$ cat config.mk
export PLATFORM = sky130hd
export DESIGN_NAME = pc_redirect_unit_flat
export DESIGN_NICKNAME = d
export VERILOG_FILES = /design/src/rtl/pc_pkg.sv /design/src/rtl/pc_redirect_unit_if.sv /design/src/rtl/pc_redirect_unit_sat_counter.sv /design/src/rtl/pc_redirect_unit.sv /design/src/flat_wrapper.sv
export SDC_FILE = /design/constraint.sdc
export NUM_CORES = 1
export LEC_CHECK = 0
export ABC_AREA = 1
export BUFFER_PORTS_ARGS = -buffer_cell sky130_fd_sc_hd__buf_2
export CORE_MARGIN = 1.5
export CORE_UTILIZATION = 53
export DETAILED_ROUTE_END_ITERATION = 8
export GPL_TIMING_DRIVEN = 0
export PLACE_DENSITY_LB_ADDON = 0.1
export RECOVER_POWER = 50
export SYNTH_ARGS = -nofsm -noshare
export SYNTH_HDL_FRONTEND = slang
export SYNTH_SLANG_ARGS = --single-unit
$ cat constraint.sdc
create_clock -name Clk -period 3.83 [get_ports Clk]
set_clock_uncertainty 0.2 [all_clocks]
set_input_delay 1.149 -clock Clk [delete_from_list [all_inputs] [get_ports Clk]]
set_output_delay 1.149 -clock Clk [all_outputs]
set_load 0.1 [all_outputs]
$ cat src/rtl/pc_pkg.sv
// Shared types and constants for the PC/redirect slice of the 5-stage MIPS datapath.
package pc_pkg;

  localparam int unsigned PC_W        = 32;
  localparam int unsigned INSTR_BYTES = 4;
  localparam int unsigned FCNT_W      = 3;

  typedef enum logic {
    RUN,
    FLUSH
  } state_e;

  // Instruction fetches are word-aligned; the low two bits of a target are dropped.
  function automatic logic [PC_W-1:0] align_pc(input logic [PC_W-1:0] addr);
    return {addr[PC_W-1:2], 2'b00};
  endfunction

  function automatic logic is_misaligned(input logic [PC_W-1:0] addr);
    return |addr[1:0];
  endfunction

endpackage

$ cat src/rtl/pc_redirect_unit_if.sv
// Redirect inputs from the branch/jump logic and fetch-side outputs of the PC unit.
interface pc_redirect_unit_if
  import pc_pkg::*;
#(
  parameter int unsigned CNT_W = 16
);

  logic            BranchTaken;
  logic [PC_W-1:0] BranchTarget;
  logic            Jump;
  logic [PC_W-1:0] JumpTarget;
  logic            Stall;
  logic [PC_W-1:0] PC;
  logic [PC_W-1:0] PCPlus4;
  logic            Flush;
  logic            Redirect;
  logic            MisalignErr;
  logic [CNT_W-1:0] RedirCount;

  modport master (
    output BranchTaken, BranchTarget, Jump, JumpTarget, Stall,
    input  PC, PCPlus4, Flush, Redirect, MisalignErr, RedirCount
  );

  modport slave (
    input  BranchTaken, BranchTarget, Jump, JumpTarget, Stall,
    output PC, PCPlus4, Flush, Redirect, MisalignErr, RedirCount
  );

endinterface

$ cat src/rtl/pc_redirect_unit_sat_counter.sv
// Saturating up-counter with synchronous clear; holds at all-ones instead of wrapping.
module sat_counter #(
  parameter int unsigned Width = 16
) (
  input  logic             clk_i,
  input  logic             clr_i,
  input  logic             inc_i,
  output logic [Width-1:0] count_o
);

  logic [Width-1:0] count_q;
  logic [Width-1:0] count_d;

  always_comb begin
    count_d = count_q;
    if (inc_i && (count_q != '1)) begin
      count_d = count_q + 1'b1;
    end
  end

  always_ff @(posedge clk_i) begin
    if (clr_i) begin
      count_q <= '0;
    end else begin
      count_q <= count_d;
    end
  end

  assign count_o = count_q;

endmodule

$ cat src/rtl/pc_redirect_unit.sv
// PC register with branch/jump redirect, wrong-path flush FSM and redirect statistics.
module pc_redirect_unit
  import pc_pkg::*;
#(
  parameter logic [PC_W-1:0] RESET_PC     = 32'h0000_0000,
  parameter int unsigned     FLUSH_CYCLES = 2,
  parameter int unsigned     CNT_W        = 16
) (
  input logic               Clk,
  input logic               Reset,
  pc_redirect_unit_if.slave bus
);

  localparam logic [FCNT_W-1:0] FlushInit = FCNT_W'(FLUSH_CYCLES - 1);

  state_e            state_q, state_d;
  logic [FCNT_W-1:0] fcnt_q, fcnt_d;
  logic [PC_W-1:0]   pc_q, pc_d;
  logic [PC_W-1:0]   pc_plus4;
  logic [PC_W-1:0]   target;
  logic              redir;
  logic              redirect_q;
  logic              misalign_q, misalign_d;

  // Branch beats jump when both fire; either one overrides a stall.
  assign redir    = bus.BranchTaken | bus.Jump;
  assign target   = bus.BranchTaken ? bus.BranchTarget : bus.JumpTarget;
  assign pc_plus4 = pc_q + PC_W'(INSTR_BYTES);

  always_comb begin
    pc_d       = pc_plus4;
    misalign_d = misalign_q;
    if (redir) begin
      pc_d       = align_pc(target);
      misalign_d = misalign_q | is_misaligned(target);
    end else if (bus.Stall) begin
      pc_d = pc_q;
    end
  end

  always_comb begin
    state_d = state_q;
    fcnt_d  = fcnt_q;
    unique case (state_q)
      RUN: begin
        if (redir) begin
          state_d = FLUSH;
          fcnt_d  = FlushInit;
        end
      end
      FLUSH: begin
        // A new redirect restarts the squash window for the new wrong path.
        if (redir) begin
          fcnt_d = FlushInit;
        end else if (fcnt_q != '0) begin
          fcnt_d = fcnt_q - 1'b1;
        end else begin
          state_d = RUN;
        end
      end
    endcase
  end

  always_ff @(posedge Clk) begin
    if (Reset) begin
      state_q    <= RUN;
      fcnt_q     <= '0;
      pc_q       <= RESET_PC;
      redirect_q <= 1'b0;
      misalign_q <= 1'b0;
    end else begin
      state_q    <= state_d;
      fcnt_q     <= fcnt_d;
      pc_q       <= pc_d;
      redirect_q <= redir;
      misalign_q <= misalign_d;
    end
  end

  sat_counter #(
    .Width (CNT_W)
  ) u_redir_cnt (
    .clk_i   (Clk),
    .clr_i   (Reset),
    .inc_i   (redir),
    .count_o (bus.RedirCount)
  );

  assign bus.PC          = pc_q;
  assign bus.PCPlus4     = pc_plus4;
  assign bus.Flush       = (state_q == FLUSH);
  assign bus.Redirect    = redirect_q;
  assign bus.MisalignErr = misalign_q;

endmodule

$ cat src/flat_wrapper.sv
// flat-port wrapper written by rule: the top's interface ports become plain ports
module pc_redirect_unit_flat import pc_pkg::*;
#(
  parameter logic [PC_W-1:0] RESET_PC     = 32'h0000_0000,
  parameter int unsigned     FLUSH_CYCLES = 2,
  parameter int unsigned     CNT_W        = 16
)
  (Clk, Reset, bus_BranchTaken, bus_BranchTarget, bus_Jump, bus_JumpTarget, bus_Stall, bus_PC, bus_PCPlus4, bus_Flush, bus_Redirect, bus_MisalignErr, bus_RedirCount);
  pc_redirect_unit_if #(.CNT_W(CNT_W)) bus_i ();
  input logic Clk;
  input logic Reset;
  input wire logic [$bits(bus_i.BranchTaken)-1:0] bus_BranchTaken;
  input wire logic [$bits(bus_i.BranchTarget)-1:0] bus_BranchTarget;
  input wire logic [$bits(bus_i.Jump)-1:0] bus_Jump;
  input wire logic [$bits(bus_i.JumpTarget)-1:0] bus_JumpTarget;
  input wire logic [$bits(bus_i.Stall)-1:0] bus_Stall;
  output wire logic [$bits(bus_i.PC)-1:0] bus_PC;
  output wire logic [$bits(bus_i.PCPlus4)-1:0] bus_PCPlus4;
  output wire logic [$bits(bus_i.Flush)-1:0] bus_Flush;
  output wire logic [$bits(bus_i.Redirect)-1:0] bus_Redirect;
  output wire logic [$bits(bus_i.MisalignErr)-1:0] bus_MisalignErr;
  output wire logic [$bits(bus_i.RedirCount)-1:0] bus_RedirCount;
  assign bus_i.BranchTaken = bus_BranchTaken;
  assign bus_i.BranchTarget = bus_BranchTarget;
  assign bus_i.Jump = bus_Jump;
  assign bus_i.JumpTarget = bus_JumpTarget;
  assign bus_i.Stall = bus_Stall;
  assign bus_PC = bus_i.PC;
  assign bus_PCPlus4 = bus_i.PCPlus4;
  assign bus_Flush = bus_i.Flush;
  assign bus_Redirect = bus_i.Redirect;
  assign bus_MisalignErr = bus_i.MisalignErr;
  assign bus_RedirCount = bus_i.RedirCount;
  pc_redirect_unit #(.RESET_PC(RESET_PC), .FLUSH_CYCLES(FLUSH_CYCLES), .CNT_W(CNT_W)) u_core (.Clk(Clk), .Reset(Reset), .bus(bus_i));
endmodule
==> flow_summary.yaml <==
synth:
  synth-seq-cells: 52
  yosysTopAreaCellShare_pct: 28.8
  postSynthAreaPerCell_sq_um: 6.86
  yosysTopAreaCell: "dfxtp_1"
  yosysWarnings: 0
  syn_area_sq_um: 3610
  yosysSeqAreaShare_pct: 28.8
  synth_cells: 527
  yosysUniqueCellTypes: 35
  synth_area_leaders: "dfxtp_1 29%, nand2_1 15%, a21oi_1 5.4%"
cells_and_area:
  diodes: 0
  stdcell_area_sq_um: 4670
  layout-drive-gt1-share_pct: 30.8
  nNetsFinal: 756
  nFillCells: 590
  area_growth_pct: 29.1
worst_setup_path:
  worstSetupEndpointType: "output port"
  timing.rr.end: "u_core.u_redir_cnt.count_o[1]"
  r2r-start: "u_core.u_redir_cnt.count_o[0]"
  crit_arrival_ps: 2240
  worst-path-max-fanout: 4
  r2r_cells: 9
  r2r_setup_slack_ps: 1480
  critPathRequiredTime_ps: 2480
  critPathLaunchType: "flop"
  critPathKind: "flop to output port"
die:
  core_area_sq_um: 6460
  dieArea_sq_um: 7320
  die_w_microns: 85.6
  rows: 29
  initial_core_util_pct: 56.0
  ioPinCount: 152
  die_y_microns: 85.6
run:
  maxCapViolations: 0
worst_hold_path:
  holdPathStages: 2
  worstHoldStart: "u_core.fcnt_q[1]"
  whs_endpoint: "u_core.fcnt_q[1]"
  hold_path.class: "flop to flop"
clock_network:
  cts_made_buffers: 5
  cts_resized: 0
  clkTransAtPathRegs_ps: 100
  cts_tree: "yes"
  cts_num_sinks: 52
  clk_latency_ps: 320
  holdBufCountCts: 0
  clockBufferDepth: 2
  post_cts_buffers: 0
  h-tree-depth: 2
  root_buffer: "clkbuf_8"
power_and_ir_drop:
  p_leak_nw: 2.15
  ir_drop_mv: 0.238
  cellPowerDensity_nw_per_um2: 366
  power_mw: 1.71
status:
  violations: "design-rule violations"
  outcome: "finished with violations"
routing:
  drt_iter0_markers: 262
  wirelength_microns: 11100
  dr_total_vias: 4162
  wl_per_cell_microns: 14.5
  viasPerCell: 5.47
  drc: 12
  postRouteAntennaNets: 0
  drt_first_pass_iters: 9
timing:
  final-max-slew-violation-count: 0
  slew_headroom_pct: 22.6
  setup_viol: 0
  finalCritPeriodShare_pct: 93.6
  setup_tns_ps: 0
  max_freq_ghz: 0.279
  whs_ps: 269
  rsz0062_at_grt: "no"
  worst_pin_slew_ps: 1170
  layout_min_cycle_time_ps: 3580
  finalHoldViolCount: 0
placement:
  io_buffers: 146
  gp_congestion: 0.957
  dpl-instance-area_sq_um: 4600
  hpwl_microns: 8760
global_routing:
  overflow: 0
  grt_pass1_vias: 3752
  grt_usage_pct: 29.8
  grt_max_degree: 17
  antenna_found_initial: 0
  grt_pass1_wl_microns: 17500
-- per-stage QoR --
| stage | setup WS, ps | utilization, % | std cells |
|---|---|---|---|
| floorplan | 15.2 | - | 530 |
| global placement | 639 | 71.3 | 753 |
| detailed placement | 604 | 71.3 | 753 |
| CTS | 243 | 73.0 | 761 |
| global route | 151 | 72.3 | 761 |
| finish | 245 | 72.3 | 761 |
-- registers in the layout, summed over array words and instances (netlist names) --
signal / flops
u_core.bus.PC: 30
u_core.u_redir_cnt.count_o: 16
u_core.fcnt_q: 3
u_core.bus.Flush: 1
u_core.bus.MisalignErr: 1
u_core.bus.Redirect: 1
-- synthesized netlist by cell type, drive strengths merged --
cell / number
a21oi: 39
a221oi: 21
a22oi: 10
a31oi: 8
and2: 7
buf: 14
clkbuf: 12
conb: 1
dfxtp: 52
ha: 4
inv: 44
nand2: 155
nand3: 25
nand3b: 4
nand4: 3
nor2: 60
nor3: 7
o21ai: 32
o21bai: 2
o41ai: 1
or2: 2
xnor2: 7
xor2: 17
-- worst max path at each step --
stage | startpoint | endpoint | slack [ps] | depth (start not counted)
4_1_cts | u_core.bus.PC[2] | bus_PCPlus4[24] | 240 | 8
6_report | u_core.bus.PC[2] | bus_PCPlus4[24] | 250 | 8
3_3_place_gp | u_core.bus.PC[3] | bus_PCPlus4[24] | 640 | 8
2_1_floorplan | u_core.bus.PC[2] | bus_PCPlus4[21] | 20 | 7
5_1_grt | u_core.bus.PC[3] | bus_PCPlus4[24] | 150 | 8
3_5_place_dp | u_core.bus.PC[3] | bus_PCPlus4[24] | 600 | 8
-- metal layers --
metal | track usage, % | vias up | share of wire, %
li1 | - | 2060 | -
met3 | 2.98 | 19 | 7.6
met4 | 10.3 | 0 | 2.3
met5 | 0 | - | 0
met1 | 40.6 | 1904 | 44
met2 | 49.6 | 179 | 46
-- cell type report --
| cell class | instances | area [sq um] | area share [%] |
|---|---|---|---|
| multi-input combinational | 408 | 2400 | 51.5 |
| sequential | 52 | 1060 | 22.7 |
| timing repair buffer | 146 | 713 | 15.3 |
| inverter | 44 | 165 | 3.54 |
| buffer | 26 | 118 | 2.52 |
| tap | 77 | 96.3 | 2.06 |
| clock buffer | 6 | 72.6 | 1.55 |
| clock inverter | 2 | 38.8 | 0.831 |
-- cells by family (layout without fill, tap and decap cells) --
kind of cell	after synthesis	after routing	synth area share, %
simple gates	263	263	35.2
other cells	1	4	0.104
buf+inv	70	224	8.38
fa+ha+maj	4	4	1.38
flops	52	52	28.8
xor+xnor	24	24	7.06
compound gates	113	113	19.0
-- critical path: stages (launching register included) --
cell	delay, ps
dfxtp_2	370
ha_1	210
nand2_2	80
nor2_4	200
nand2_2	170
nor2_4	260
nand3b_1	100
nand2_1	90
buf_2	430
-- cells in the final DEF, fill, tap and decap left out, drive strengths merged, types with 8 or more instances in the layout --
cell	instances
nand2	155
buf	140
nor2	60
dfxtp	52
inv	45
a21oi	39
clkbuf	38
o21ai	32
nand3	25
a221oi	21
xor2	17
a22oi	10
a31oi	8
-- power breakdown --
group | switching [mW] | internal, mW
clock | 0.203 | 0.198
sequential | 0.0510 | 0.575
combinational | 0.556 | 0.126
total | 0.810 | 0.899
(Power assumes the default switching activity.)
